<file path="src/rtl/mem_arbiter.sv">
// mem_arbiter: shares one multi-cycle memory port between I-cache and D-cache misses.
// Reads fetch a whole line of LINE_WORDS 16-bit words. D-side writes take one cycle.
// Optional macro MEM_ARBITER_ROUND_ROBIN_EN: when two requests arrive together, the
// grant alternates between the sides. Without the macro, the D side always wins.
module mem_arbiter #(
  parameter int unsigned LINE_WORDS = 8
) (
  input  logic        clk,
  input  logic        rst,
  input  logic        i_req,
  input  logic [15:0] i_addr,
  output logic        i_data_valid,
  output logic        i_done,
  input  logic        d_req,
  input  logic        d_wr,
  input  logic [15:0] d_addr,
  input  logic [15:0] d_wdata,
  output logic        d_data_valid,
  output logic        d_done,
  output logic [2:0]  fill_word,
  output logic [15:0] fill_data,
  output logic        busy,
  output logic        mem_enable,
  output logic        mem_wr,
  output logic [15:0] mem_addr,
  output logic [15:0] mem_wdata,
  input  logic [15:0] mem_rdata,
  input  logic        mem_data_valid
);

  localparam int unsigned       CNT_W    = $clog2(LINE_WORDS + 1);
  localparam logic [CNT_W-1:0]  CNT_FULL = CNT_W'(LINE_WORDS);
  localparam logic [CNT_W-1:0]  CNT_LAST = CNT_W'(LINE_WORDS - 1);
  localparam logic [CNT_W-1:0]  CNT_ONE  = CNT_W'(1);

  typedef enum logic [1:0] {IDLE, FILL_I, FILL_D, WRITE} state_t;

  state_t           r_state;
  state_t           w_state_nx;
  logic [CNT_W-1:0] r_issue_cnt;
  logic [CNT_W-1:0] r_recv_cnt;
  logic [15:0]      r_base;
  logic [15:0]      r_d_addr;
  logic [15:0]      r_d_wdata;
  logic             r_d_wr;

  logic             w_grant;
  logic             w_pick_d;
  logic             w_i_dv;
  logic             w_i_done;
  logic             w_d_dv;
  logic             w_d_done;
  logic             w_en;
  logic             w_wr;
  logic [2:0]       w_fw;
  logic [15:0]      w_fd;
  logic [15:0]      w_addr;
  logic [15:0]      w_wdata;

`ifdef MEM_ARBITER_ROUND_ROBIN_EN
  logic r_last_d;

  // On a tie, the side that did not win last time gets the grant.
  assign w_pick_d = d_req & (~i_req | ~r_last_d);

  // Remember which side won the most recent grant.
  always_ff @(posedge clk) begin
    if (rst) begin
      r_last_d <= 1'b0;
    end else if (w_grant) begin
      r_last_d <= w_pick_d;
    end
  end
`else
  assign w_pick_d = d_req;
`endif

  // Next-state logic and memory/strobe outputs, decoded from the current state.
  always_comb begin
    w_state_nx = r_state;
    w_grant    = 1'b0;
    w_i_dv     = 1'b0;
    w_i_done   = 1'b0;
    w_d_dv     = 1'b0;
    w_d_done   = 1'b0;
    w_en       = 1'b0;
    w_wr       = 1'b0;
    w_fw       = '0;
    w_fd       = '0;
    w_addr     = '0;
    w_wdata    = '0;
    case (r_state)
      IDLE: begin
        if (i_req | d_req) begin
          w_grant = 1'b1;
          if (w_pick_d) begin
            w_state_nx = d_wr ? WRITE : FILL_D;
          end else begin
            w_state_nx = FILL_I;
          end
        end
      end
      FILL_I, FILL_D: begin
        if (r_issue_cnt != CNT_FULL) begin
          w_en   = 1'b1;
          w_addr = r_base + 16'({r_issue_cnt, 1'b0});
        end
        if (mem_data_valid) begin
          w_fw = 3'(r_recv_cnt);
          w_fd = mem_rdata;
          if (r_state == FILL_I) begin
            w_i_dv = 1'b1;
          end else begin
            w_d_dv = 1'b1;
          end
          if (r_recv_cnt == CNT_LAST) begin
            if (r_state == FILL_I) begin
              w_i_done = 1'b1;
            end else begin
              w_d_done = 1'b1;
            end
            w_state_nx = IDLE;
          end
        end
      end
      WRITE: begin
        w_en       = 1'b1;
        w_wr       = r_d_wr;
        w_addr     = r_d_addr;
        w_wdata    = r_d_wdata;
        w_d_done   = 1'b1;
        w_state_nx = IDLE;
      end
      default: w_state_nx = IDLE;
    endcase
  end

  // While reset is asserted, every output is forced quiet.
  assign i_data_valid = w_i_dv & ~rst;
  assign i_done       = w_i_done & ~rst;
  assign d_data_valid = w_d_dv & ~rst;
  assign d_done       = w_d_done & ~rst;
  assign fill_word    = rst ? 3'h0 : w_fw;
  assign fill_data    = rst ? 16'h0 : w_fd;
  assign busy         = (r_state != IDLE) & ~rst;
  assign mem_enable   = w_en & ~rst;
  assign mem_wr       = w_wr & ~rst;
  assign mem_addr     = rst ? 16'h0 : w_addr;
  assign mem_wdata    = rst ? 16'h0 : w_wdata;

  // State register, line/request latches and the issue/receive counters.
  always_ff @(posedge clk) begin
    if (rst) begin
      r_state     <= IDLE;
      r_issue_cnt <= '0;
      r_recv_cnt  <= '0;
      r_base      <= '0;
      r_d_addr    <= '0;
      r_d_wdata   <= '0;
      r_d_wr      <= 1'b0;
    end else begin
      r_state <= w_state_nx;
      if (w_grant) begin
        r_base      <= w_pick_d ? {d_addr[15:4], 4'h0} : {i_addr[15:4], 4'h0};
        r_d_wr      <= d_wr;
        r_d_addr    <= d_addr;
        r_d_wdata   <= d_wdata;
        r_issue_cnt <= '0;
        r_recv_cnt  <= '0;
      end else if ((r_state == FILL_I) || (r_state == FILL_D)) begin
        if (w_en) begin
          r_issue_cnt <= r_issue_cnt + CNT_ONE;
        end
        if (mem_data_valid) begin
          r_recv_cnt <= r_recv_cnt + CNT_ONE;
        end
      end
    end
  end

endmodule

</file>
<file path="config.mk">
export PLATFORM = sky130hd
export DESIGN_NAME = mem_arbiter
export DESIGN_NICKNAME = d
export VERILOG_FILES = /design/src/rtl/mem_arbiter.sv
export SDC_FILE = /design/constraint.sdc
export NUM_CORES = 1
export LEC_CHECK = 0
export ABC_AREA = 1
export CORE_UTILIZATION = 30
export DETAILED_ROUTE_END_ITERATION = 16
export GPL_TIMING_DRIVEN = 0
export SYNTH_ARGS = -nofsm -noshare
export SYNTH_HDL_FRONTEND = slang
export SYNTH_SLANG_ARGS = --single-unit
export TNS_END_PERCENT = 5
</file>
<file path="constraint.sdc">
create_clock -name clk -period 4.3 [get_ports clk]
set_clock_uncertainty 0.15 [all_clocks]
set_input_delay 0.86 -clock clk [delete_from_list [all_inputs] [get_ports clk]]
set_output_delay 0.86 -clock clk [all_outputs]
set_load 0.02 [all_outputs]
</file>
Yosys cells after proc, flatten, opt, wreduce, memory -nomap -nowiden:

Index checks and enable logic that the tools add are counted.

* $add $sub $neg: 3
* equality and inequality tests: 8
* mux-type cells: 35
* bitwise operators: 9
* reduce and logical (&&, ||, !) cells: 8

Operators with widths (count)
* 2-to-1 mux 16 bit: 8
* one-hot mux 16 bit (2 select lines): 1
* adder 16 x 5 -> 16 bit: 1
* 2-to-1 mux 1 bit: 16
* 2-to-1 mux 3 bit: 3
* adder 4 x 1 -> 4 bit (second input constant): 2
* 2-to-1 mux 2 bit: 4
* bitwise AND 1 bit: 7
* != test 2 bit (second input constant): 3
* one-hot mux 2 bit (3 select lines): 1
* == test 2 bit (second input constant): 2
* == test 4 x 3 -> 1 bit (second input constant): 1
* != test 4 bit (second input constant): 1
* one-hot mux 1 bit (2 select lines): 2
* AND reduction 2 bit: 2
* OR reduction 2 bit: 2
* AND reduction 3 bit: 1
* == test 2 x 1 -> 1 bit (second input constant): 1
* zero test 2 bit: 1
* nonzero test 2 bit: 1
* logical OR 1 bit: 1
* NOT 1 bit: 1
* bitwise OR 1 bit: 1

* flip-flop bits (word level): 59
* input bits: 70
* output and inout port bits: 58
* logic and storage cells: 70

Logic depth before layout (Yosys ltp):

* word-level depth: 6
* gate-level depth with buffers: 9
* gate-level depth less buffers: 9

Worst setup path before layout:

Ideal clock, no wire load.

* path kind: input-to-output
* from: input rst
* to: output mem_addr[11]
* arrival: 2.066 ns
* required time: 3.290 ns
* setup slack: 1.224 ns
* stages on the path: 4
* path buffers: 1
* cells stage by stage: nor2_1 > clkinv_1 > buf_2 > a21oi_1

* longest elaborated chain between the ends: 1

Ends and longest elaborated chain
* from (decl): line 9 `input logic rst,`
* 2-to-1 mux 16 bit: line 148 `assign mem_addr = rst ? 16'h0 : w_addr;`
* to (decl): line 25 `output logic [15:0] mem_addr,`

No other way between the ends.

Worst setup path after layout:

* from: input rst
* to: output mem_addr[14]

Same word-level chain as after synthesis.

==> results.cfg <==
[grt]
grt_pass1_wl_microns = 15400
groute.usage.overall = 0.189
globalRoute.totalOverflow = 0
grt_pass1_vias = 3283
grt_antenna_before_repair = 0
largest_net_degree_at_the_start_of_global_routing = 19

[final_layout]
area_growth_pct = 49.6
area.sequential_sq_mm = 0.00110
final_net_count = 685
fillers = 1035
fraction_of_layout_cells_with_a_size_suffix_above_1 = 0.0428
area_of_all_placed_cells_without_fillers_sq_mm = 0.00449
postLayoutCoreUtil = 0.462
insertedDiodeCount = 0
multi_input_comb_area_sq_mm = 0.00165
layout.cells.non_filler = 741

[setup_path]
timing.critical_path.max_delay_family = buffers and inverters
timing.critical_path.to_type = output port
startpoint_type = primary input
cp_common_cell = clkdlybuf4s50_1
critical_path_at_ns = 3.16
crit_path_top_delay_cell = clkdlybuf4s50_1
required_ns = 3.29
crit_path_max_incr_delay_ns = 0.64
crit_path_cell_trace = clkdlybuf4s50_1, nor2_1, clkinv_1, buf_2, a21oi_1, clkdlybuf4s50_1
timing.critical_path.fanout_max = 10
number_of_buffers_and_inverters_on_the_critical_path = 4
critical_path_class = in -> out

[placement]
placed_area_sq_mm = 0.00440
dpl.hpwl_microns = 7420
placed_cells = 733
io_buffers = 123
dpl_worst_slack_ns = 0.184
gp_congestion = 0.833

[clock_network]
buffers_inserted_by_post_cts_timing_repair = 0
cts_tree = done
ctsHoldBuffers = 0
cts-htree-levels = 2
worst_setup_hold_path_clk_slew_ns = 0.10
cts_root_buffer = clkbuf_8
cts_max_path_buffers = 2
cts_sinks = 55
cts_resized = 0
tritoncts.num_buffers = 5
clock_latency_ns = 0.32

[yosys]
netlist.top_cell.by_area = dfxtp_1
synth_top_family_by_area = simple AND/OR/NAND/NOR gates
mappedNetlistArea_sq_mm = 0.00300
synth_cells = 477
postSynth.topFlopCell = dfxtp_1
yosysWarnings = 0
ys_seq_elements = 55
synth_fa_ha_area_frac = 0.0333
most_area_consuming_cells_after_synthesis = dfxtp_1 37%, nor2_1 15%, nand2_1 14%
async_flop_share = 0
synth-simple-area-share = 0.344
synth_edf_count = 0
synth_top_area_share = 0.367
synth_net_count = 555
post_synth_most_frequent_cells = 122 x nor2_1, 108 x nand2_1, 55 x dfxtp_1, 51 x o21ai_0, 30 x inv_1
seq_area_frac_synth = 0.367
synth-xor-area-share = 0.0117
synth.most_common_cell = nor2_1
syn_area_per_cell_sq_um = 6.29
cell_variety_after_synth = 28
synthMuxAreaShare = 0
complex_gate_fraction_of_the_synthesized_area = 0.159

[power_and_ir_drop]
power.density_cell_area_mw_per_mm2 = 426
static_leakage_nw = 1.73
post-layout-total-power_mw = 1.91
irDropWorstVdd_uv = 183

[detailed_routing]
via_per_inst = 4.65
drtPass1Iterations = 4
vias = 3444
detail-route-antenna-nets = 0
wirelength_microns = 9610
remaining_drc_errors = 0
detail_route.iter0.violations = 182
avgRoutedWirePerCell_microns = 13.0

[sta]
rsz0062_at_grt = false
max_slew_violation_count = 0
finalSetupViolations = 0
timing.hold.ws_ns = 0.348
final-hold-violation-count = 0
timing.fmax_ghz = 0.240
tightest_slew_ns = 0.568
finalCritPeriodShare = 0.970
final.min_clock_period_ns = 4.17
timing.slew.headroom = 0.621
final.setup.worst_slack_ns = 0.129
fin_setup_tns_ns = 0

[floorplanning]
core_area_sq_mm = 0.00973
io-pin-count = 128
placementRows = 36
die_w_microns = 102
fp.dieH_microns = 102
start_util = 0.309
dieArea_sq_mm = 0.0104

[status]
run_status = completed

[flow_run]
drv_cap = 0

[min_path]
holdCritPathClass = reg -> reg
-- cell usage in the layout, fill, tap and decap left out, types with 2 or more instances in the layout --
master	count
clkbuf_1	10
dfxtp_1	55
inv_1	30
nand2_1	108
nand4_1	2
a31oi_1	12
buf_6	2
a22oi_1	4
ha_1	8
clkbuf_8	5
nor2_1	122
clkdlybuf4s50_1	123
nor4_1	2
nand3_1	20
buf_1	3
o21ai_0	51
buf_2	11
clkinvlp_4	2
a21oi_1	21
xor2_1	3
nor3_1	3
-- path summary, 6_finish.rpt --
kind | end | from | slack [ns] | depth (start not counted)
max | mem_addr[14] | rst | 0.13 | 6
min | r_d_addr[9]$_SDFFE_PP0P_ | r_d_addr[9]$_SDFFE_PP0P_ | 0.35 | 2
max reg2reg | r_issue_cnt[1]$_SDFFE_PP0P_ | r_state[0]$_SDFFE_PP0P_ | 2.43 | 8
min reg2reg | r_d_addr[9]$_SDFFE_PP0P_ | r_d_addr[9]$_SDFFE_PP0P_ | 0.35 | 2
-- worst reg2reg max path, cell delays in order (launching register included) --
cell and delay (ns):
dfxtp_1 0.42, inv_1 0.06, ha_1 0.32, buf_2 0.24, inv_1 0.10, nor2_1 0.09
nand2_1 0.14, o21ai_0 0.18, a21oi_1 0.06
-- final cells by class --
cell class,instances,share of cell area
repair buffers,123,0.274
plain buffers,27,0.0298
inverters,32,0.0267
clock buffers,5,0.0153
clock inverters,3,0.00529
well taps,133,0.0370
multi-input cells,363,0.367
flip-flops and latches,55,0.245
-- where the power goes --
part	switching (mW)	total, mW	internal [mW]
Sequential	0.0926	0.739	0.646
Clock	0.191	0.308	0.117
Combinational	0.538	0.865	0.328
-- registers in the layout, summed over array words and instances, names as in the netlist --
name / flops
r_d_addr: 16
r_d_wdata: 16
r_base: 12
r_issue_cnt: 4
r_recv_cnt: 4
r_state: 2
r_d_wr: 1
-- layer usage --
| metal | global-route usage | part of all wire | vias to the layer above |
|---|---|---|---|
| li1 | - | - | 1779 |
| met1 | 0.249 | 0.47 | 1544 |
| met2 | 0.322 | 0.46 | 110 |
| met3 | 0.0274 | 0.057 | 11 |
| met4 | 0.0495 | 0.013 | 0 |
| met5 | 0 | 0 | - |
-- cells by family after synthesis --
group	after synthesis
xor+xnor	4
fa+ha+maj	8
simple gates	261
compound gates	90
flops	55
buf+inv	59
(Power assumes the default switching activity.)
